===== src/rtl/micron_psram_ctrl_pkg.sv =====
// rtl/micron_psram_ctrl_pkg.sv - shared constants and state encoding for the PSRAM controller
package micron_pkg;

  localparam logic [15:0] CMD_READ  = 16'hFFFA;
  localparam logic [15:0] CMD_WRITE = 16'hFFFB;
  localparam int unsigned LATENCY   = 4;

  typedef enum logic [1:0] {
    IDLE,
    ADDR,
    LAT,
    DATA
  } state_t;

endpackage


===== src/rtl/micron_psram_ctrl_if.sv =====
// rtl/micron_psram_ctrl_if.sv - system bus and memory pin bundle of the PSRAM controller
interface micron_psram_ctrl_if;

  logic [15:0] baddr;
  logic [1:0]  bburst;
  logic        mwait;
  logic        bwait;
  logic [15:0] maddr;
  logic        mclk;
  logic        mce_L;
  logic        madv_L;
  logic        mwe_L;
  logic        moe_L;
  logic        mub_L;
  logic        mlb_L;
  logic        mcre;

  modport master (
    output baddr, bburst, mwait,
    input  bwait, maddr, mclk, mce_L, madv_L, mwe_L, moe_L, mub_L, mlb_L, mcre
  );

  modport slave (
    input  baddr, bburst, mwait,
    output bwait, maddr, mclk, mce_L, madv_L, mwe_L, moe_L, mub_L, mlb_L, mcre
  );

endinterface


===== src/rtl/micron_psram_ctrl_count_reg.sv =====
// rtl/micron_psram_ctrl_count_reg.sv - 8-bit up-counter shared by the latency and beat counts
module count_reg (
  input  logic       clk,
  input  logic       rst,
  input  logic       en,
  input  logic       load,
  output logic [7:0] count
);

  // load restarts the count from zero for the next phase
  always_ff @(posedge clk) begin
    if (rst || load) begin
      count <= 8'd0;
    end else if (en) begin
      count <= count + 8'd1;
    end
  end

endmodule


===== src/rtl/micron_psram_ctrl.sv =====
// rtl/micron_psram_ctrl.sv - command decode, address, latency and burst pacing FSM
module micron_psram_ctrl #(
  parameter int unsigned LATENCY   = micron_pkg::LATENCY,
  parameter logic [15:0] CMD_READ  = micron_pkg::CMD_READ,
  parameter logic [15:0] CMD_WRITE = micron_pkg::CMD_WRITE
) (
  input  logic                 clk50MHz,
  input  logic                 rst,
  micron_psram_ctrl_if.slave   bus
);
  import micron_pkg::*;

  localparam logic [7:0] LAT_LAST = 8'(LATENCY - 1);

  state_t     state_q, state_d;
  logic       write_q, write_d;
  logic [1:0] burst_q, burst_d;
  logic       cnt_en, cnt_load;
  logic [7:0] count;

  logic        bwait_d, mce_d, madv_d, mwe_d, moe_d, ben_d;
  logic [15:0] maddr_d;

  count_reg u_count (
    .clk   (clk50MHz),
    .rst   (rst),
    .en    (cnt_en),
    .load  (cnt_load),
    .count (count)
  );

  always_ff @(posedge clk50MHz) begin
    if (rst) begin
      state_q <= IDLE;
      write_q <= 1'b0;
      burst_q <= 2'd0;
    end else begin
      state_q <= state_d;
      write_q <= write_d;
      burst_q <= burst_d;
    end
  end

  always_comb begin
    state_d  = state_q;
    write_d  = write_q;
    burst_d  = burst_q;
    cnt_en   = 1'b0;
    cnt_load = 1'b0;
    bwait_d  = 1'b0;
    maddr_d  = 16'h0000;
    mce_d    = 1'b1;
    madv_d   = 1'b1;
    mwe_d    = 1'b1;
    moe_d    = 1'b1;
    ben_d    = 1'b1;
    case (state_q)
      IDLE: begin
        if (bus.baddr == CMD_READ || bus.baddr == CMD_WRITE) begin
          write_d = (bus.baddr == CMD_WRITE);
          burst_d = bus.bburst;
          state_d = ADDR;
        end
      end
      ADDR: begin
        maddr_d  = bus.baddr;
        mce_d    = 1'b0;
        madv_d   = 1'b0;
        ben_d    = 1'b0;
        mwe_d    = ~write_q;
        bwait_d  = 1'b1;
        cnt_load = 1'b1;
        state_d  = LAT;
      end
      LAT: begin
        mce_d   = 1'b0;
        ben_d   = 1'b0;
        moe_d   = write_q;
        bwait_d = 1'b1;
        if (count == LAT_LAST) begin
          cnt_load = 1'b1;
          state_d  = DATA;
        end else begin
          cnt_en = 1'b1;
        end
      end
      DATA: begin
        mce_d   = 1'b0;
        ben_d   = 1'b0;
        moe_d   = write_q;
        bwait_d = bus.mwait;
        // a stalled beat neither counts nor ends the burst
        if (!bus.mwait) begin
          if (count == {6'd0, burst_q}) begin
            cnt_load = 1'b1;
            state_d  = IDLE;
          end else begin
            cnt_en = 1'b1;
          end
        end
      end
      default: state_d = IDLE;
    endcase
  end

  assign bus.bwait  = bwait_d;
  assign bus.maddr  = maddr_d;
  assign bus.mclk   = ~clk50MHz;
  assign bus.mce_L  = mce_d;
  assign bus.madv_L = madv_d;
  assign bus.mwe_L  = mwe_d;
  assign bus.moe_L  = moe_d;
  assign bus.mub_L  = ben_d;
  assign bus.mlb_L  = ben_d;
  assign bus.mcre   = 1'b0;

endmodule


===== src/flat_wrapper.sv =====
// flat-port wrapper written by rule: the top's interface ports become plain ports
module micron_psram_ctrl_flat import micron_pkg::*;
#(
  parameter int unsigned LATENCY   = micron_pkg::LATENCY,
  parameter logic [15:0] CMD_READ  = micron_pkg::CMD_READ,
  parameter logic [15:0] CMD_WRITE = micron_pkg::CMD_WRITE
)
  (clk50MHz, rst, bus_baddr, bus_bburst, bus_mwait, bus_bwait, bus_maddr, bus_mclk, bus_mce_L, bus_madv_L, bus_mwe_L, bus_moe_L, bus_mub_L, bus_mlb_L, bus_mcre);
  micron_psram_ctrl_if bus_i ();
  input  logic clk50MHz;
  input  logic rst;
  input wire logic [$bits(bus_i.baddr)-1:0] bus_baddr;
  input wire logic [$bits(bus_i.bburst)-1:0] bus_bburst;
  input wire logic [$bits(bus_i.mwait)-1:0] bus_mwait;
  output wire logic [$bits(bus_i.bwait)-1:0] bus_bwait;
  output wire logic [$bits(bus_i.maddr)-1:0] bus_maddr;
  output wire logic [$bits(bus_i.mclk)-1:0] bus_mclk;
  output wire logic [$bits(bus_i.mce_L)-1:0] bus_mce_L;
  output wire logic [$bits(bus_i.madv_L)-1:0] bus_madv_L;
  output wire logic [$bits(bus_i.mwe_L)-1:0] bus_mwe_L;
  output wire logic [$bits(bus_i.moe_L)-1:0] bus_moe_L;
  output wire logic [$bits(bus_i.mub_L)-1:0] bus_mub_L;
  output wire logic [$bits(bus_i.mlb_L)-1:0] bus_mlb_L;
  output wire logic [$bits(bus_i.mcre)-1:0] bus_mcre;
  assign bus_i.baddr = bus_baddr;
  assign bus_i.bburst = bus_bburst;
  assign bus_i.mwait = bus_mwait;
  assign bus_bwait = bus_i.bwait;
  assign bus_maddr = bus_i.maddr;
  assign bus_mclk = bus_i.mclk;
  assign bus_mce_L = bus_i.mce_L;
  assign bus_madv_L = bus_i.madv_L;
  assign bus_mwe_L = bus_i.mwe_L;
  assign bus_moe_L = bus_i.moe_L;
  assign bus_mub_L = bus_i.mub_L;
  assign bus_mlb_L = bus_i.mlb_L;
  assign bus_mcre = bus_i.mcre;
  micron_psram_ctrl #(.LATENCY(LATENCY), .CMD_READ(CMD_READ), .CMD_WRITE(CMD_WRITE)) u_core (.clk50MHz(clk50MHz), .rst(rst), .bus(bus_i));
endmodule

===== config.mk =====
export PLATFORM = sky130hd
export DESIGN_NAME = micron_psram_ctrl_flat
export DESIGN_NICKNAME = d
export VERILOG_FILES = /design/src/rtl/micron_psram_ctrl_pkg.sv /design/src/rtl/micron_psram_ctrl_if.sv /design/src/rtl/micron_psram_ctrl_count_reg.sv /design/src/rtl/micron_psram_ctrl.sv /design/src/flat_wrapper.sv
export SDC_FILE = /design/constraint.sdc
export NUM_CORES = 1
export LEC_CHECK = 0
export CAP_MARGIN = 20
export CORE_UTILIZATION = 40
export CTS_CLUSTER_DIAMETER = 60
export DETAILED_ROUTE_END_ITERATION = 8
export GPL_ROUTABILITY_DRIVEN = 0
export GPL_TIMING_DRIVEN = 0
export PLACE_DENSITY = 0.77
export SETUP_SLACK_MARGIN = 0.1
export SYNTH_ARGS = -nofsm -noshare
export SYNTH_HDL_FRONTEND = slang
export SYNTH_SLANG_ARGS = --single-unit

===== constraint.sdc =====
create_clock -name clk50MHz -period 2 [get_ports clk50MHz]
set_clock_uncertainty 0.15 [all_clocks]
set_input_delay 0.4 -clock clk50MHz [delete_from_list [all_inputs] [get_ports clk50MHz]]
set_output_delay 0.4 -clock clk50MHz [all_outputs]
set_load 0.01 [all_outputs]

==> metrics.csv, run 1 <==
stage;metric;value;unit
outcome;status;finished clean;
hold_path;whs_path_depth;2;
pwr;power_density;434;nW/um^2
synthesis;syn-num-nets;137;
synthesis;netlist_area;926;um^2
setup_path;critPathRequiredTime;1.45;ns
detailed_routing;vias_per_cell;5.29;
place;dp.cells;183;
synthesis;ys_ff_latch;13;
pwr;vdd_drop_max;0.577;mV
clocking;cts_buffers;3;
clocking;clkTransAtPathRegs;0.08;ns
detailed_routing;dr.pass1.iters;4;
grt;grt.overflow.total;0;
floorplanning;die_h;50.1;um
grt;antenna_found_initial;0;
detailed_routing;wl_per_cell;13.4;um
setup_path;crit_type;clk2out;
pwr;power.leakage;0.687;nW
synthesis;syn_area_per_cell;8.34;um^2
synthesis;yosys_warnings;0;
floorplanning;start_util;42.3;%
clocking;cts_tree;yes;
sta;rsz0062_at_grt;yes;
place;portBuffers;44;
final_layout;seq_area;272;um^2
sta;fin_setup_tns;0;ns
detailed_routing;routed_wl;2640;um
floorplanning;core;2190;um^2
final_layout;fin_cells;197;
synthesis;netlist_instances;111;
grt;grt_max_degree;11;
final_layout;postLayoutCoreUtil;71.8;%
final_layout;largest_reg_flops;8;
clocking;hold_buffers;0;
clocking;clock_path_buffers;2;
clocking;root_buffer;clkbuf_4;
detailed_routing;vias;1043;
place;dpl.hpwl;1910;um
setup_path;end_kind;output port;
setup_path;arrival;1.35;ns
final_layout;drive_gt1_share;26.6;%
final_layout;area_delta_synth_final;70.0;%
final_layout;final_nets;196;
grt;grt_pass1_wl;3890;um
synthesis;dominantRegCellSynth;dfxtp_1;
setup_path;startpoint_type;clock port;
hold_path;hold_class;reg2reg;
final_layout;antennaDiodeCount;0;
sta;setup_ws;0.0986;ns
floorplanning;fp-row-count;17;
synthesis;yosysUniqueCellTypes;34;
detailed_routing;drc_errors;0;
final_layout;multi_input_area;662;um^2
floorplanning;design.die.area;2510;um^2
sta;maxSlewViolCount;0;
sta;finalHoldViolCount;0;
floorplanning;die_w;50.1;um
run;drv_cap;0;
synthesis;ys_async_sr_fraction;0;%
detailed_routing;ant_nets;0;
synthesis;synth-seq-area-share;28.1;%
setup_path;critical_path.max_fanout;4;
final_layout;nFillCells;178;
floorplanning;io_pins;46;
sta;setup_viol;0;
clocking;clock_latency;0.36;ns
clocking;htree_num_levels;1;
setup_path;reg2reg_depth;5;
grt;grt_usage;20.3;%
detailed_routing;dr.first_iter.drc_count;7;
synthesis;synth-edff-count;0;
place;dpl_worst_slack;-0.277;ns
grt;grt_pass1_vias;961;
-- through the flow --
step	hold slack, ns	cell area [um^2]	power, mW
global route	0.366	1570	0.721
global placement	0.315	1400	0.380
CTS	0.331	1520	0.658
floorplan	0.290	926	0.295
finish	0.328	1570	0.683
detailed placement	0.318	1400	0.380
-- metal layers --
metal	wire [um]	GRT usage, %
met1	1070	20.2
met5	0	0
met2	1320	38.2
met3	217	6.17
met4	37	7.62
-- path summary, 6_finish.rpt --
path,start,endpoint,slack (ns)
hold reg to reg,u_core.burst_q[0],u_core.burst_q[0],0.33
setup / recovery,clk50MHz,bus_mclk,0.1
hold / removal,u_core.burst_q[0],u_core.burst_q[0],0.33
setup reg to reg,u_core.u_count.count[1],u_core.state_q[1],0.14
-- critical path, stage by stage --
cell and delay, ns:
clkbuf_8 0.12, buf_8 0.12, clkinv_4 0.03, buf_6 0.08
-- Yosys cell counts (all sizes together), types with 3 or more instances --
| cell | count | area share [%] |
|---|---|---|
| inv | 8 | 3.2 |
| xor2 | 4 | 3.8 |
| nand2 | 7 | 2.8 |
| nand3 | 10 | 5.4 |
| ha | 5 | 6.8 |
| dfxtp | 13 | 28 |
| and2 | 16 | 11 |
| o21ai | 3 | 2.0 |
| nor2 | 7 | 2.8 |
| buf | 3 | 2.4 |
| a21oi | 7 | 3.8 |
| nand4 | 4 | 3.4 |
-- cells by family (layout without fill, tap and decap cells) --
kind of cell | after synthesis | in the layout | share of synthesized area, %
XOR/XNOR | 6 | 6 | 5.68
flip-flops | 13 | 13 | 28.1
multiplexers | 2 | 2 | 2.16
AND/OR/NAND/NOR | 52 | 52 | 33.4
adder cells (fa/ha/maj) | 5 | 5 | 6.76
buffers and inverters | 12 | 70 | 6.08
AO/OA/AOI/OAI | 20 | 20 | 17.4
other | 1 | 1 | 0.405
-- cells in the final DEF, fill, tap and decap left out, types with 5 or more instances in the layout --
cell / n
a21oi_1: 6
and2_1: 16
buf_4: 12
clkdlybuf4s50_1: 19
dfxtp_1: 8
dlygate4sd2_1: 14
inv_1: 5
nand2_1: 7
nand3_1: 10
nor2_1: 7
-- power by group --
group / internal, mW / leakage, nW / switching (mW)
clock network: 0.220 / 0.0406 / 0.148
logic: 0.0398 / 0.538 / 0.0195
registers: 0.256 / 0.108 / 0.000171
total: 0.516 / 0.687 / 0.167
-- final cells by class --
class	instances	area share, %
well taps	28	2.23
repair buffers	51	29.4
flip-flops and latches	13	17.2
clock buffers	6	3.97
plain buffers	4	2.31
clock inverters	2	0.795
inverters	7	1.99
multi-input cells	86	42.1
-- what timing repair did --
action	CTS	global route
pin swaps	2	6
endpoints found under the setup margin	25	14
gates resized for setup	59	17
setup buffers	5	5
Power figures use the tool's default switching activity.
==> inputs of run 2 (changes only) <==
CORE_MARGIN = 4   (was not set)
SLEW_MARGIN = 30   (was not set)
==> metrics.csv, run 2 (synthesized netlist as in run 1, its figures left out) <==
stage;metric;value;unit
setup_path;critPathRequiredTime;1.45;ns
floorplanning;io_pins;46;
setup_path;r2r_end;u_core.state_q[1];
sta;finalHoldViolCount;0;
floorplanning;die_h;56.1;um
sta;hold_slack;0.337;ns
grt;grt.overflow.total;0;
clocking;clock_latency;0.34;ns
clocking;clock_path_buffers;2;
setup_path;crit_type;clk2out;
clocking;cts_tree;yes;
pwr;power.total;0.489;mW
detailed_routing;dr.pass1.iters;5;
detailed_routing;routed_wl;2650;um
setup_path;end_kind;output port;
place;dpl.hpwl;2050;um
grt;antenna_found_initial;0;
hold_path;hold_class;reg2reg;
floorplanning;fp-row-count;17;
clocking;root_buffer;clkbuf_4;
grt;grt_max_degree;11;
place;portBuffers;44;
clocking;htree_num_levels;1;
final_layout;drive_gt1_share;21.7;%
setup_path;cpMaxStageDelayCell;clkbuf_4;
setup_path;critPathBufInv;3;
setup_path;timing.rr.start;u_core.u_count.count[1];
setup_path;critical_path.max_fanout;8;
clocking;hold_buffers;0;
final_layout;area_delta_synth_final;60.3;%
setup_path;startpoint_type;clock port;
sta;rsz0062_at_grt;yes;
floorplanning;die_w;56.1;um
final_layout;layout_common_cells;clkdlybuf4s50_1 (19), and2_1 (16), dlygate4sd2_1 (13);
detailed_routing;vias;994;
floorplanning;start_util;41.9;%
sta;setup_ws;0.122;ns
floorplanning;core;2210;um^2
detailed_routing;ant_nets;0;
grt;grt_pass1_vias;960;
setup_path;ff2ff_setup_slack;0.19;ns
clocking;clkTransAtPathRegs;0.08;ns
setup_path;crit_chain;clkbuf_4, inv_1, buf_2;
detailed_routing;vias_per_cell;5.26;
setup_path;path_delay_family;buffers and inverters;
final_layout;multi_input_area;657;um^2
final_layout;nFillCells;197;
place;dpl_worst_slack;-0.320;ns
setup_path;reg2reg_depth;5;
run;drv_cap;0;
final_layout;final_common_cell;clkdlybuf4s50_1;
pwr;vdd_drop_max;0.383;mV
final_layout;seq_area;269;um^2
clocking;cts_buffers;3;
setup_path;slowest_delay;0.15;ns
pwr;power.leakage;0.645;nW
outcome;status;finished clean;
pwr;power_density;329;nW/um^2
final_layout;final_nets;188;
detailed_routing;drc_errors;0;
grt;grt_usage;17.3;%
hold_path;min_to;u_core.burst_q[1];
setup_path;arrival;1.33;ns
grt;grt_pass1_wl;4310;um
hold_path;whs_path_depth;2;
final_layout;antennaDiodeCount;0;
detailed_routing;dr.first_iter.drc_count;22;
sta;setup_viol;0;
hold_path;hp-start;u_core.burst_q[1];
final_layout;largest_reg_flops;8;
detailed_routing;wl_per_cell;14.0;um
floorplanning;design.die.area;3150;um^2
sta;maxSlewViolCount;0;
[run 2: cell count changes in the layout (fill, tap and decap cells not counted), sizes merged]
| cell | delta |
|---|---|
| clkdlybuf4s15 | +2 |
| clkinv | -1 |
| dlymetal6s2s | +1 |
| clkbuf | -1 |
| inv | +1 |
| dlygate4sd2 | -1 |
| buf | -9 |
[run 2: worst min-delay path, delay by kind of cell, from the launching register on]
kind | cells | cell delay [ns]
flip-flops | 1 | 0.33
AO/OA/AOI/OAI | 1 | 0.06
AND/OR/NAND/NOR | 1 | 0.06
[run 2: per-layer routing]
metal | GRT usage [%] | vias to the layer above | share of wire, %
met3 | 3.94 | 2 | 8.6
li1 | - | 483 | -
met4 | 2.03 | 0 | 0.26
met5 | 0 | - | 0
met2 | 30.7 | 53 | 48
met1 | 21.8 | 456 | 43
[run 2: power breakdown]
part	internal, mW	switching (mW)	total [mW]
Combinational	0.0407	0.0192	0.0599
Clock	0.0662	0.107	0.173
Sequential	0.256	0.000117	0.256
Total	0.363	0.126	0.489
[run 2: worst max-delay path by stage]
stage / start / end / slack, ns / depth (start not counted)
finish: clk50MHz / bus_mclk / 0.12 / 3
global placement: u_core.state_q[1] / bus_maddr[12] / -0.26 / 5
floorplan: u_core.state_q[0] / u_core.u_count.count[2] / 0.32 / 7
detailed placement: u_core.state_q[1] / bus_maddr[9] / -0.32 / 5
global route: u_core.u_count.count[1] / u_core.state_q[1] / 0.009 / 5
CTS: bus_baddr[15] / u_core.state_q[1] / 0.003 / 5
[run 2: what timing repair did]
item	CTS	global route
buffers inserted	1	2
pin swaps	0	5
resized for setup	53	12
endpoints found under the hold margin	0	0
endpoints found under the setup margin	25	9
[run 2: stage by stage]
step                      cell area (um^2)  utilization [%]  TNS (ns)  std cells
after floorplan                        926                -         0        111
after global placement                1400             63.3     -3.87        183
after detailed placement              1400             63.3     -4.60        183
after CTS                             1450             65.6         0        187
after global routing                  1480             67.1         0        189
final                                 1480             67.1         0        189
[run 2: cell type report]
type / instances / share of cell area [%]
Multi-Input combinational cell: 86 / 44.3
Clock inverter: 2 / 0.506
Sequential cell: 13 / 18.1
Clock buffer: 3 / 1.35
Tap cell: 28 / 2.36
Timing Repair Buffer: 46 / 29.2
Buffer: 4 / 2.45
Inverter: 7 / 1.77
